[src/rtl/codec_config_sequencer.sv]
// rtl/codec_config_sequencer.sv - codec power-up register write sequencer
// Walks the fixed codec init table through an I2C byte engine, retrying NACKs and spacing writes.
`timescale 1ns/1ps
module codec_config_sequencer #(
  parameter logic [6:0] DEV_ADDR   = 7'h1A,
  parameter int         NUM_REGS   = 11,
  parameter int         MAX_RETRY  = 3,
  parameter int         GAP_CYCLES = 1200
) (
  input  logic        clk_i,
  input  logic        rst_ni,
  input  logic        en_i,
  input  logic        start_i,
  output logic        i2c_req_o,
  output logic [6:0]  i2c_addr_o,
  output logic [15:0] i2c_data_o,
  input  logic        i2c_done_i,
  input  logic        i2c_ack_err_i,
  output logic        busy_o,
  output logic        done_o,
  output logic        err_o,
  output logic        audio_en_o,
  output logic [3:0]  idx_o
);

  localparam int              GW        = $clog2(GAP_CYCLES + 1);
  localparam int              RW        = $clog2(MAX_RETRY + 1);
  localparam logic [3:0]      LAST_IDX  = 4'(NUM_REGS - 1);
  localparam logic [RW-1:0]   RETRY_TOP = RW'(MAX_RETRY);
  localparam logic [GW-1:0]   GAP_LOAD  = GW'(GAP_CYCLES - 1);

  typedef enum logic [2:0] {
    S_IDLE,
    S_ISSUE,
    S_WAIT,
    S_GAP,
    S_DONE,
    S_ERROR
  } state_t;

  state_t        r_state;
  state_t        w_next_state;
  logic [3:0]    r_idx;
  logic [RW-1:0] r_retry;
  logic [GW-1:0] r_gap_cnt;
  logic          r_acked;

  logic          w_can_retry;
  logic          w_gap_zero;
  logic          w_req;
  logic [15:0]   w_word;

  assign w_can_retry = (r_retry != RETRY_TOP);
  assign w_gap_zero  = (r_gap_cnt == '0);

  function automatic logic [15:0] table_word(input logic [3:0] idx);
    case (idx)
      4'd0:    table_word = 16'h1E00;
      4'd1:    table_word = 16'h0C10;
      4'd2:    table_word = 16'h0017;
      4'd3:    table_word = 16'h0217;
      4'd4:    table_word = 16'h0479;
      4'd5:    table_word = 16'h0679;
      4'd6:    table_word = 16'h0812;
      4'd7:    table_word = 16'h0A00;
      4'd8:    table_word = 16'h0E08;
      4'd9:    table_word = 16'h1000;
      4'd10:   table_word = 16'h1201;
      default: table_word = 16'h0000;
    endcase
  endfunction

  always_ff @(posedge clk_i or negedge rst_ni) begin
    if (!rst_ni) begin
      r_state <= S_IDLE;
    end else begin
      r_state <= w_next_state;
    end
  end

  always_comb begin
    w_next_state = r_state;
    if (en_i) begin
      case (r_state)
        S_IDLE, S_DONE, S_ERROR: begin
          if (start_i) w_next_state = S_ISSUE;
        end
        S_ISSUE: w_next_state = S_WAIT;
        S_WAIT: begin
          if (i2c_done_i) begin
            if (!i2c_ack_err_i || w_can_retry) w_next_state = S_GAP;
            else                                w_next_state = S_ERROR;
          end
        end
        S_GAP: begin
          if (w_gap_zero) begin
            if (r_acked && (r_idx == LAST_IDX)) w_next_state = S_DONE;
            else                                 w_next_state = S_ISSUE;
          end
        end
        default: w_next_state = S_IDLE;
      endcase
    end
  end

  // Entry index advances on the GAP->ISSUE edge so idx_o names the entry being written.
  always_ff @(posedge clk_i or negedge rst_ni) begin
    if (!rst_ni) begin
      r_idx     <= 4'd0;
      r_retry   <= '0;
      r_gap_cnt <= '0;
      r_acked   <= 1'b0;
    end else if (en_i) begin
      case (r_state)
        S_IDLE, S_DONE, S_ERROR: begin
          if (start_i) begin
            r_idx   <= 4'd0;
            r_retry <= '0;
            r_acked <= 1'b0;
          end
        end
        S_WAIT: begin
          if (i2c_done_i) begin
            if (!i2c_ack_err_i) begin
              r_gap_cnt <= GAP_LOAD;
              r_retry   <= '0;
              r_acked   <= 1'b1;
            end else if (w_can_retry) begin
              r_gap_cnt <= GAP_LOAD;
              r_retry   <= r_retry + RW'(1);
              r_acked   <= 1'b0;
            end
          end
        end
        S_GAP: begin
          if (!w_gap_zero) begin
            r_gap_cnt <= r_gap_cnt - GW'(1);
          end else if (r_acked && (r_idx != LAST_IDX)) begin
            r_idx <= r_idx + 4'd1;
          end
        end
        default: ;
      endcase
    end
  end

  always_comb begin
    w_req      = (r_state == S_ISSUE) || (r_state == S_WAIT);
    w_word     = table_word(r_idx);
    i2c_req_o  = w_req;
    i2c_addr_o = DEV_ADDR;
    i2c_data_o = w_req ? w_word : 16'h0000;
    busy_o     = w_req || (r_state == S_GAP);
    done_o     = (r_state == S_DONE);
    audio_en_o = (r_state == S_DONE);
    err_o      = (r_state == S_ERROR);
    idx_o      = r_idx;
  end

endmodule

[config.mk]
export PLATFORM = sky130hd
export DESIGN_NAME = codec_config_sequencer
export DESIGN_NICKNAME = d
export VERILOG_FILES = /design/src/rtl/codec_config_sequencer.sv
export SDC_FILE = /design/constraint.sdc
export NUM_CORES = 1
export LEC_CHECK = 0
export BUFFER_PORTS_ARGS = -buffer_cell sky130_fd_sc_hd__clkbuf_2
export CORE_ASPECT_RATIO = 1.4
export CORE_MARGIN = 2
export CORE_UTILIZATION = 30
export DETAILED_ROUTE_END_ITERATION = 10
export GPL_ROUTABILITY_DRIVEN = 0
export GPL_TIMING_DRIVEN = 0
export PLACE_DENSITY = 0.48
export RECOVER_POWER = 50
export SETUP_SLACK_MARGIN = 0.5
export SYNTH_ARGS = -nofsm -noshare
export SYNTH_HDL_FRONTEND = slang
export SYNTH_SLANG_ARGS = --single-unit
[constraint.sdc]
create_clock -name clk_i -period 2 [get_ports clk_i]
set_input_delay 0.4 -clock clk_i [delete_from_list [all_inputs] [get_ports clk_i]]
set_output_delay 0.4 -clock clk_i [all_outputs]
set_load 0.01 [all_outputs]
==> results of run 1 <==
==> repair_timing <==
| item | CTS | global route |
|---|---|---|
| setup endpoints to repair | 35 | 38 |
| setup buffers | 37 | 9 |
| gates resized for setup | 67 | 65 |
| gates cloned | 1 | 0 |
| hold buffers | 0 | 0 |
| pin swaps | 27 | 22 |
==> cell type report <==
class | instances | area (um^2) | share of cell area [%]
Tap cell | 72 | 90.09 | 2.824
Multi-Input combinational cell | 170 | 1617 | 50.67
Inverter | 9 | 45.04 | 1.412
Clock buffer | 4 | 45.04 | 1.412
Timing Repair Buffer | 72 | 583.1 | 18.27
Buffer | 28 | 275.3 | 8.627
Sequential cell | 21 | 535.5 | 16.78
==> flip-flops by register name (all words and copies together) (netlist names) <==
name,flops
r_state,3
idx_o,4
r_gap_cnt,11
r_retry,2
r_acked,1
==> kinds of logic (layout without fill, tap and decap cells) <==
group,after synthesis,count (layout),share of synthesized area [%]
simple gates,87,87,28.65
fa+ha+maj,9,9,5.996
buf+inv,37,113,13.06
mux,8,8,4.530
compound gates,53,53,18.92
xor+xnor,1,1,0.4664
other cells,2,12,0.3999
flops,21,21,27.98
==> cells in the mapped netlist (2+ instances only) <==
cell	number
dfrtp_1	21
buf_4	16
nor2_1	15
nand2_1	13
o21ai_0	11
a21oi_1	9
ha_1	9
inv_1	9
nor3_1	6
nor4_1	6
a31oi_1	5
and3_1	5
nand3_1	5
a211oi_1	4
buf_6	4
clkbuf_1	4
mux2_1	4
mux2i_1	4
nand2b_1	4
a22o_1	3
and2_1	3
nor3b_1	3
nor4b_1	3
o21ai_1	3
o221ai_1	3
o41ai_1	3
and2b_2	2
and3b_1	2
buf_2	2
conb_1	2
nand3b_1	2
nand4_1	2
nand4b_1	2
nor2b_1	2
o211ai_1	2
o2bb2ai_1	2
or2_2	2
or3_1	2
==> per-stage QoR <==
step                      util, %  cells
after CTS                   47.55    367
after detailed placement    37.32    325
after floorplan                 -    228
after global routing        52.08    376
final                       52.08    376
after global placement      37.32    325
==> routing by layer <==
layer | up-vias | track usage (%) | part of all wire, %
met4 | 0 | 7.402 | 3.2
met2 | 46 | 33.43 | 55
li1 | 951 | - | -
met3 | 14 | 1.452 | 3.2
met5 | - | 0 | 0
met1 | 962 | 19.01 | 39
==> where the power goes <==
group / switching [mW] / internal [mW] / leakage (nW)
Sequential: 0.171 / 0.539 / 0.253
Clock: 0.155 / 0.142 / 0.0228
Combinational: 0.653 / 0.662 / 1.07
==> cells in the final DEF, fill, tap and decap left out, types with 5 or more instances in the layout <==
master	netlist	layout
ha_4	0	5
buf_6	4	25
nand2_1	13	8
a31oi_1	5	5
clkbuf_8	1	6
buf_2	2	9
conb_1	2	12
buf_4	16	45
clkbuf_1	4	5
dfrtp_2	0	8
nor2_1	15	10
clkbuf_2	0	9
o21ai_1	3	7
dfrtp_1	21	13
==> path summary, 6_finish.rpt <==
check,from,endpoint,slack [ps],depth (start not counted)
hold reg to reg,r_gap_cnt[0],r_gap_cnt[0],530,2
min in group clk_i,i2c_done_i,r_state[0],460,3
setup reg to reg,r_gap_cnt[5],r_gap_cnt[9],270,5
max in group asynchronous,rst_ni,r_state[0],820,1
setup / recovery,idx_o[1],i2c_data_o[11],20,6
hold / removal,rst_ni,idx_o[2],370,1
==> impl_metrics.toml, run 1 <==
[logic_synthesis]
synthTopCellsByArea = "dfrtp_1, buf_4, ha_1"
synth_top_cell_area_share_pct = 27.98
seq_area_frac_synth_pct = 27.98
ys_async_sr_fraction_pct = 100.0
yosysTopAreaCell = "dfrtp_1"
synth_edf_count = 0
yosysWarnings = 0
synth-main-ff-cell = "dfrtp_1"
synth-seq-cells = 21
synth_area_um2 = 1878
postSynthCellCount = 218
ys_types = 57
syn_area_per_cell_um2 = 8.615

[timing]
worstMarginPinSlew_ps = 1226
fin_crit_sh_pct = 99.04
drv_slew = 0
fmax_mhz = 504.8
setup_tns_ps = 0
setup_viol = 0
fin_hold_ws_ps = 365.8
fin_skew_ps = 9.171
post-route-min-period_ps = 1981
slew_headroom_pct = 18.26
layout_setup_ws_ps = 19.17
hold_viol_final = 0
rsz0062_at_grt = "true"

[routing]
wl_per_cell_um = 15.58
drt_iter0_markers = 45
vias_per_cell = 5.247
drt_wl_total_um = 5858
drc = 0
route.vias.total = 1973
final_antenna_net_count = 0
dr.pass1.iters = 4

[clock_network]
htreeDepth = 1
cts.sinks = 21
clk_path_buf_depth = 2
numCtsBuffers = 3
clock_latency_ps = 270
root_buffer = "clkbuf_8"
cts_tree = "yes"
path_clk_slew_ps = 90

[layout]
syn2layout_area_growth_pct = 69.89
diodes = 0
finalInstanceArea_um2 = 3191
drive_gt1_share_pct = 62.50
nNetsFinal = 320
n_fill_cell = 561

[global_routing]
gr-usage-all-layers_pct = 17.47
antenna_found_initial = 0
grt_pass1_wl_um = 9784
grt_overflow = 0
grt_pass1_vias = 2021
grt_max_degree = 22

[placed_design]
dp_hpwl_um = 3849
place_ws_ps = 91.35
port_buffers = 25
placed_area_um2 = 2286

[die]
die_width_um = 70.87
core_area_um2 = 6126
die_area_um2 = 6918
num_io_pins = 38
initial_utilization_pct = 30.66
fp.dieH_um = 97.62
std_cell_rows = 34

[critical_path]
path_cells = "inv_4 > ha_4 > nor2b_4 > nand2_2 > a21oi_4 > clkbuf_2"
crit_path_max_incr_delay_ps = 470
cp-start-kind = "register"
critical_path.top_delay_family = "flip-flops"
arrival_ps = 1580
slowest_stage = "dfrtp_2"
cp_max_fo = 4
cp.required_ps = 1600
cp-end-kind = "output port"
cp.buffers_inverters = 2
path_class = "register to output port"

[pwr]
power.total_mw = 2.322
vdd_drop_max_uv = 376.1
p_per_area_nw_per_um2 = 727.8
p_leak_nw = 1.348

[worst_hold_path]
hp-class = "input port to asynchronous set/reset pin"

[flow_run]
maxCapViolCount = 0

[status]
status = "finished, final reports clean"
Power figures use the tool's default switching activity.
==> run 2, diff against run 1 <==
--- a/config.mk
+++ b/config.mk
@@ -6,7 +6,7 @@
 export NUM_CORES = 1
 export LEC_CHECK = 0
 export BUFFER_PORTS_ARGS = -buffer_cell sky130_fd_sc_hd__clkbuf_2
-export CORE_ASPECT_RATIO = 1.4
+export CORE_ASPECT_RATIO = 1.25
 export CORE_MARGIN = 2
 export CORE_UTILIZATION = 30
 export DETAILED_ROUTE_END_ITERATION = 10
==> run 2 against run 1 <==
Die area about the same; highest routed layer unchanged; largest power group unchanged; combinational power up 15%; sequential share of layout area down 0.29 points; sequential cell count unchanged; largest cell class unchanged.
==> impl_metrics.toml, run 2 (synthesis results as in run 1) <==
[routing]
dr.pass1.iters = 4
drt_iter0_markers = 89
drt_wl_total_um = 6334
drc = 0
final_antenna_net_count = 0
wl_per_cell_um = 16.08
vias_per_cell = 5.175
route.vias.total = 2039

[critical_path]
cp_max_fo = 10
arrival_ps = 1590
regToRegStartpoint = "r_gap_cnt[2]"
crit_path_max_incr_delay_ps = 430
cp.buffers_inverters = 4
path_class = "register to output port"
cp.required_ps = 1600
worst_r2r_path_depth = 5
critical_path.top_delay_family = "buffers and inverters"
path_cells = "buf_6 > nand2b_1 > clkbuf_8 > nor2_4 > and2_4 > buf_6 > buf_6"
cp_common_cell = "buf_6"
cp-start-kind = "register"
regToRegEndpoint = "r_gap_cnt[9]"
slowest_stage = "dfrtp_1"
reg2reg_slack_ps = 260
cp-end-kind = "output port"

[global_routing]
grt_overflow = 0
grt_pass1_wl_um = 9653
grt_pass1_vias = 1982
antenna_found_initial = 0
grt_max_degree = 22
gr-usage-all-layers_pct = 18.03

[placed_design]
placed_area_um2 = 2302
port_buffers = 25
dp_hpwl_um = 3821
post-place-cells = 338

[timing]
drv_slew = 0
worstMarginPinSlew_ps = 1190
hold_viol_final = 0
fin_hold_ws_ps = 347.5
rsz0062_at_grt = "true"
fin_crit_sh_pct = 99.41
setup_tns_ps = 0
fmax_mhz = 503.0
slew_headroom_pct = 20.65
fin_skew_ps = 7.995
post-route-min-period_ps = 1988
setup_viol = 0

[worst_hold_path]
hp-class = "input port to asynchronous set/reset pin"

[die]
num_io_pins = 38
std_cell_rows = 32
fp.dieH_um = 92.46
die_width_um = 74.77
core_area_um2 = 6126
initial_utilization_pct = 30.66
die_area_um2 = 6913

[clock_network]
cts_tree = "yes"
cts.sinks = 21
clock_latency_ps = 270
root_buffer = "clkbuf_8"
path_clk_slew_ps = 90
clk_path_buf_depth = 2
numCtsBuffers = 3
htreeDepth = 1
hold_buffers = 0

[layout]
nNetsFinal = 325
drive_gt1_share_pct = 64.08
mostFrequentLayoutCell = "buf_4"
fin_cells = 394
diodes = 0
mostFrequentLayoutCells = "buf_4, buf_6, dfrtp_1"
regMostFlops = "r_gap_cnt"
syn2layout_area_growth_pct = 72.88
largest_reg_flops = 11
finalInstanceArea_um2 = 3247

[pwr]
p_per_area_nw_per_um2 = 769.4
p_leak_nw = 1.392
vdd_drop_max_uv = 414.6

[status]
status = "finished, final reports clean"

[flow_run]
maxCapViolCount = 0
## run 2: worst max-delay path by stage
stage          cells after the start  slack (ps)              to       start
3_5_place_dp                       6         130  i2c_data_o[11]    idx_o[1]
2_1_floorplan                      7         330   i2c_data_o[6]  r_state[1]
4_1_cts                            8         -40   i2c_data_o[6]  r_state[1]
3_3_place_gp                       5         120          busy_o  r_state[0]
5_1_grt                            7        -110   i2c_data_o[3]  r_state[1]
6_report                           7          10   i2c_data_o[6]  r_state[2]
## run 2: cell type report
class                      instances  area [um^2]
sequential                        21        535.5
buffer                            28        270.3
inverter                           9        41.29
clock buffer                       4        45.04
fill                             561         2879
tap                               85        106.4
multi-input combinational        170         1633
timing repair buffer              77        615.6
## run 2: power breakdown
| part | internal [mW] | leakage (nW) | switching (mW) |
|---|---|---|---|
| Sequential | 0.539 | 0.253 | 0.160 |
| Combinational | 0.760 | 1.12 | 0.738 |
| Clock | 0.143 | 0.0228 | 0.157 |
| Total | 1.44 | 1.39 | 1.06 |
## run 2: routing by layer
metal	track usage [%]	wire, um	part of all wire (%)	vias up
met3	2.176	202	3.2	16
li1	-	-	-	966
met2	32.30	3469	55	62
met4	7.738	157	2.5	0
met5	0	0	0	-
met1	20.89	2505	40	995
## run 2: repair_timing
action / 4_1_cts / 5_1_grt
resized for setup: 67 / 76
setup buffers: 34 / 18
endpoints found under the setup margin: 35 / 39
pin swaps: 26 / 23
## run 2: stage by stage
stage	power, mW	util (%)	setup WS [ps]
detailed placement	1.496	37.58	134.6
global placement	1.490	37.58	116.0
CTS	2.159	46.85	-36.30
global route	2.644	53.00	-108.7
floorplan	1.307	-	331.7
finish	2.498	53.00	11.85
==> run 3, diff against run 2 <==
--- a/config.mk
+++ b/config.mk
@@ -9,10 +9,11 @@
 export CORE_ASPECT_RATIO = 1.25
 export CORE_MARGIN = 2
 export CORE_UTILIZATION = 30
+export CTS_BUF_LIST = sky130_fd_sc_hd__clkbuf_8 sky130_fd_sc_hd__clkbuf_16
 export DETAILED_ROUTE_END_ITERATION = 10
 export GPL_ROUTABILITY_DRIVEN = 0
 export GPL_TIMING_DRIVEN = 0
-export PLACE_DENSITY = 0.48
+export PLACE_DENSITY = 0.5
 export RECOVER_POWER = 50
 export SETUP_SLACK_MARGIN = 0.5
 export SYNTH_ARGS = -nofsm -noshare
==> run 3 against run 2 <==
The flow now finishes with violations (negative setup slack); wire length down 6.8%; global-route usage is 0.60 points lower; die area unchanged; via count is 1.7% lower; largest cell class unchanged.
==> impl_metrics.toml, run 3 (synthesis results as in run 1) <==
[critical_path]
regToRegStartpoint = "r_gap_cnt[5]"
regToRegEndpoint = "r_gap_cnt[9]"
arrival_ps = 1620
reg2reg_slack_ps = 270
cp-end-kind = "output port"
crit_path_max_incr_delay_ps = 420
cp-start-kind = "register"
worst_r2r_path_depth = 5
cp_max_fo = 5
path_class = "register to output port"
slowest_stage = "dfrtp_1"
path_cells = "clkbuf_8 > xor2_1 > nand2b_1 > clkbuf_8 > nor2_4 > and2_4 > buf_6 > buf_6"
cp.required_ps = 1600

[layout]
finalInstanceArea_um2 = 3147
regMostFlops = "r_gap_cnt"
syn2layout_area_growth_pct = 67.56
ff_latch_area_um2 = 534.3
diodes = 0
nNetsFinal = 319
mostFrequentLayoutCells = "buf_4, buf_6, dfrtp_1"
mostFrequentLayoutCell = "buf_4"
n_fill_cell = 555
final_util_pct = 51.37
largest_reg_flops = 11
drive_gt1_share_pct = 62.71
multiInputGateArea_um2 = 1608

[timing]
drv_slew = 0
hold_viol_final = 0
setup_viol = 1
slew_headroom_pct = 17.39
fin_crit_sh_pct = 101.0
fin_skew_ps = 2.137
layout_setup_ws_ps = -20.86
fmax_mhz = 494.8
rsz0062_at_grt = "true"
worstMarginPinSlew_ps = 1239
setup_tns_ps = -20.86
post-route-min-period_ps = 2021
fin_hold_ws_ps = 365.9

[clock_network]
cts_tree = "yes"
clock_latency_ps = 270
path_clk_slew_ps = 80
cts.sinks = 21
hold_buffers = 0
htreeDepth = 1
root_buffer = "clkbuf_8"
numCtsBuffers = 3
clk_path_buf_depth = 2

[pwr]
p_leak_nw = 1.368
power.total_mw = 2.477
vdd_drop_max_uv = 530.9
p_per_area_nw_per_um2 = 787.1

[die]
die_area_um2 = 6913
die_width_um = 74.77
num_io_pins = 38
core_area_um2 = 6126
std_cell_rows = 32
fp.dieH_um = 92.46
initial_utilization_pct = 30.66

[routing]
wl_per_cell_um = 15.21
route.vias.total = 2004
drt_wl_total_um = 5902
dr.pass1.iters = 4
vias_per_cell = 5.165
drc = 0
final_antenna_net_count = 0
drt_iter0_markers = 79

[flow_run]
maxCapViolCount = 0

[worst_hold_path]
hp-class = "input port to asynchronous set/reset pin"

[global_routing]
grt_max_degree = 22
grt_pass1_vias = 1873
antenna_found_initial = 0
grt_overflow = 0
grt_pass1_wl_um = 9411
gr-usage-all-layers_pct = 17.43

[placed_design]
dp_hpwl_um = 3704
port_buffers = 25
placed_area_um2 = 2302

[status]
violations = "negative setup slack"
status = "complete, but fails checks"
## run 3: changes by cell type in the layout (fill, tap and decap cells not counted), sizes merged
cell	previous run	this run
clkbuf	17	19
inv	9	10
buf	92	83
## run 3: report_power, final
part,leakage (nW),switching (mW),internal (mW)
Sequential,0.254,0.178,0.537
Combinational,1.09,0.732,0.732
Clock,0.0269,0.161,0.138
## run 3: per-stage QoR
stage,worst slack (ps),instances
2_1_floorplan,331.7,228
3_3_place_gp,117.7,338
3_5_place_dp,138.1,338
4_1_cts,-29.29,373
5_1_grt,-110.1,388
6_report,-20.86,388
## run 3: worst max-delay path by stage
stage / end / startpoint / cells after the start / slack (ps)
3_3_place_gp: busy_o / r_state[0] / 5 / 120
6_report: i2c_data_o[6] / r_state[1] / 8 / -20
2_1_floorplan: i2c_data_o[6] / r_state[1] / 7 / 330
4_1_cts: i2c_data_o[6] / r_state[1] / 8 / -30
3_5_place_dp: i2c_data_o[11] / idx_o[1] / 6 / 140
5_1_grt: i2c_data_o[6] / r_state[1] / 8 / -110
## run 3: layout make-up
type                       count  share of cell area, %
timing repair buffer          71                  16.90
buffer                        28                  8.827
tap                           85                  3.380
sequential                    21                  16.98
inverter                       9                  1.392
clock inverter                 1                 0.1193
multi-input combinational    170                  51.09
clock buffer                   3                  1.312
## run 3: what timing repair did
item | 4_1_cts | 5_1_grt
setup endpoints to repair | 35 | 37
buffers inserted | 31 | 15
cloned | 0 | 0
pin swaps | 31 | 23
gates resized for setup | 66 | 61
## run 3: routing by layer
layer | share of wire, % | global-route usage [%]
met5 | 0 | 0
met3 | 4.1 | 1.959
met4 | 2.6 | 5.804
met2 | 52 | 30.53
met1 | 41 | 21.67
## run 3: worst max-delay path, delay by kind of cell, from the launching register on
| family | cells | cell delay, ps |
|---|---|---|
| DFF | 1 | 420 |
| buffers and inverters | 4 | 480 |
| and+or+nand+nor | 3 | 310 |
| xor gates and xnor gates | 1 | 140 |
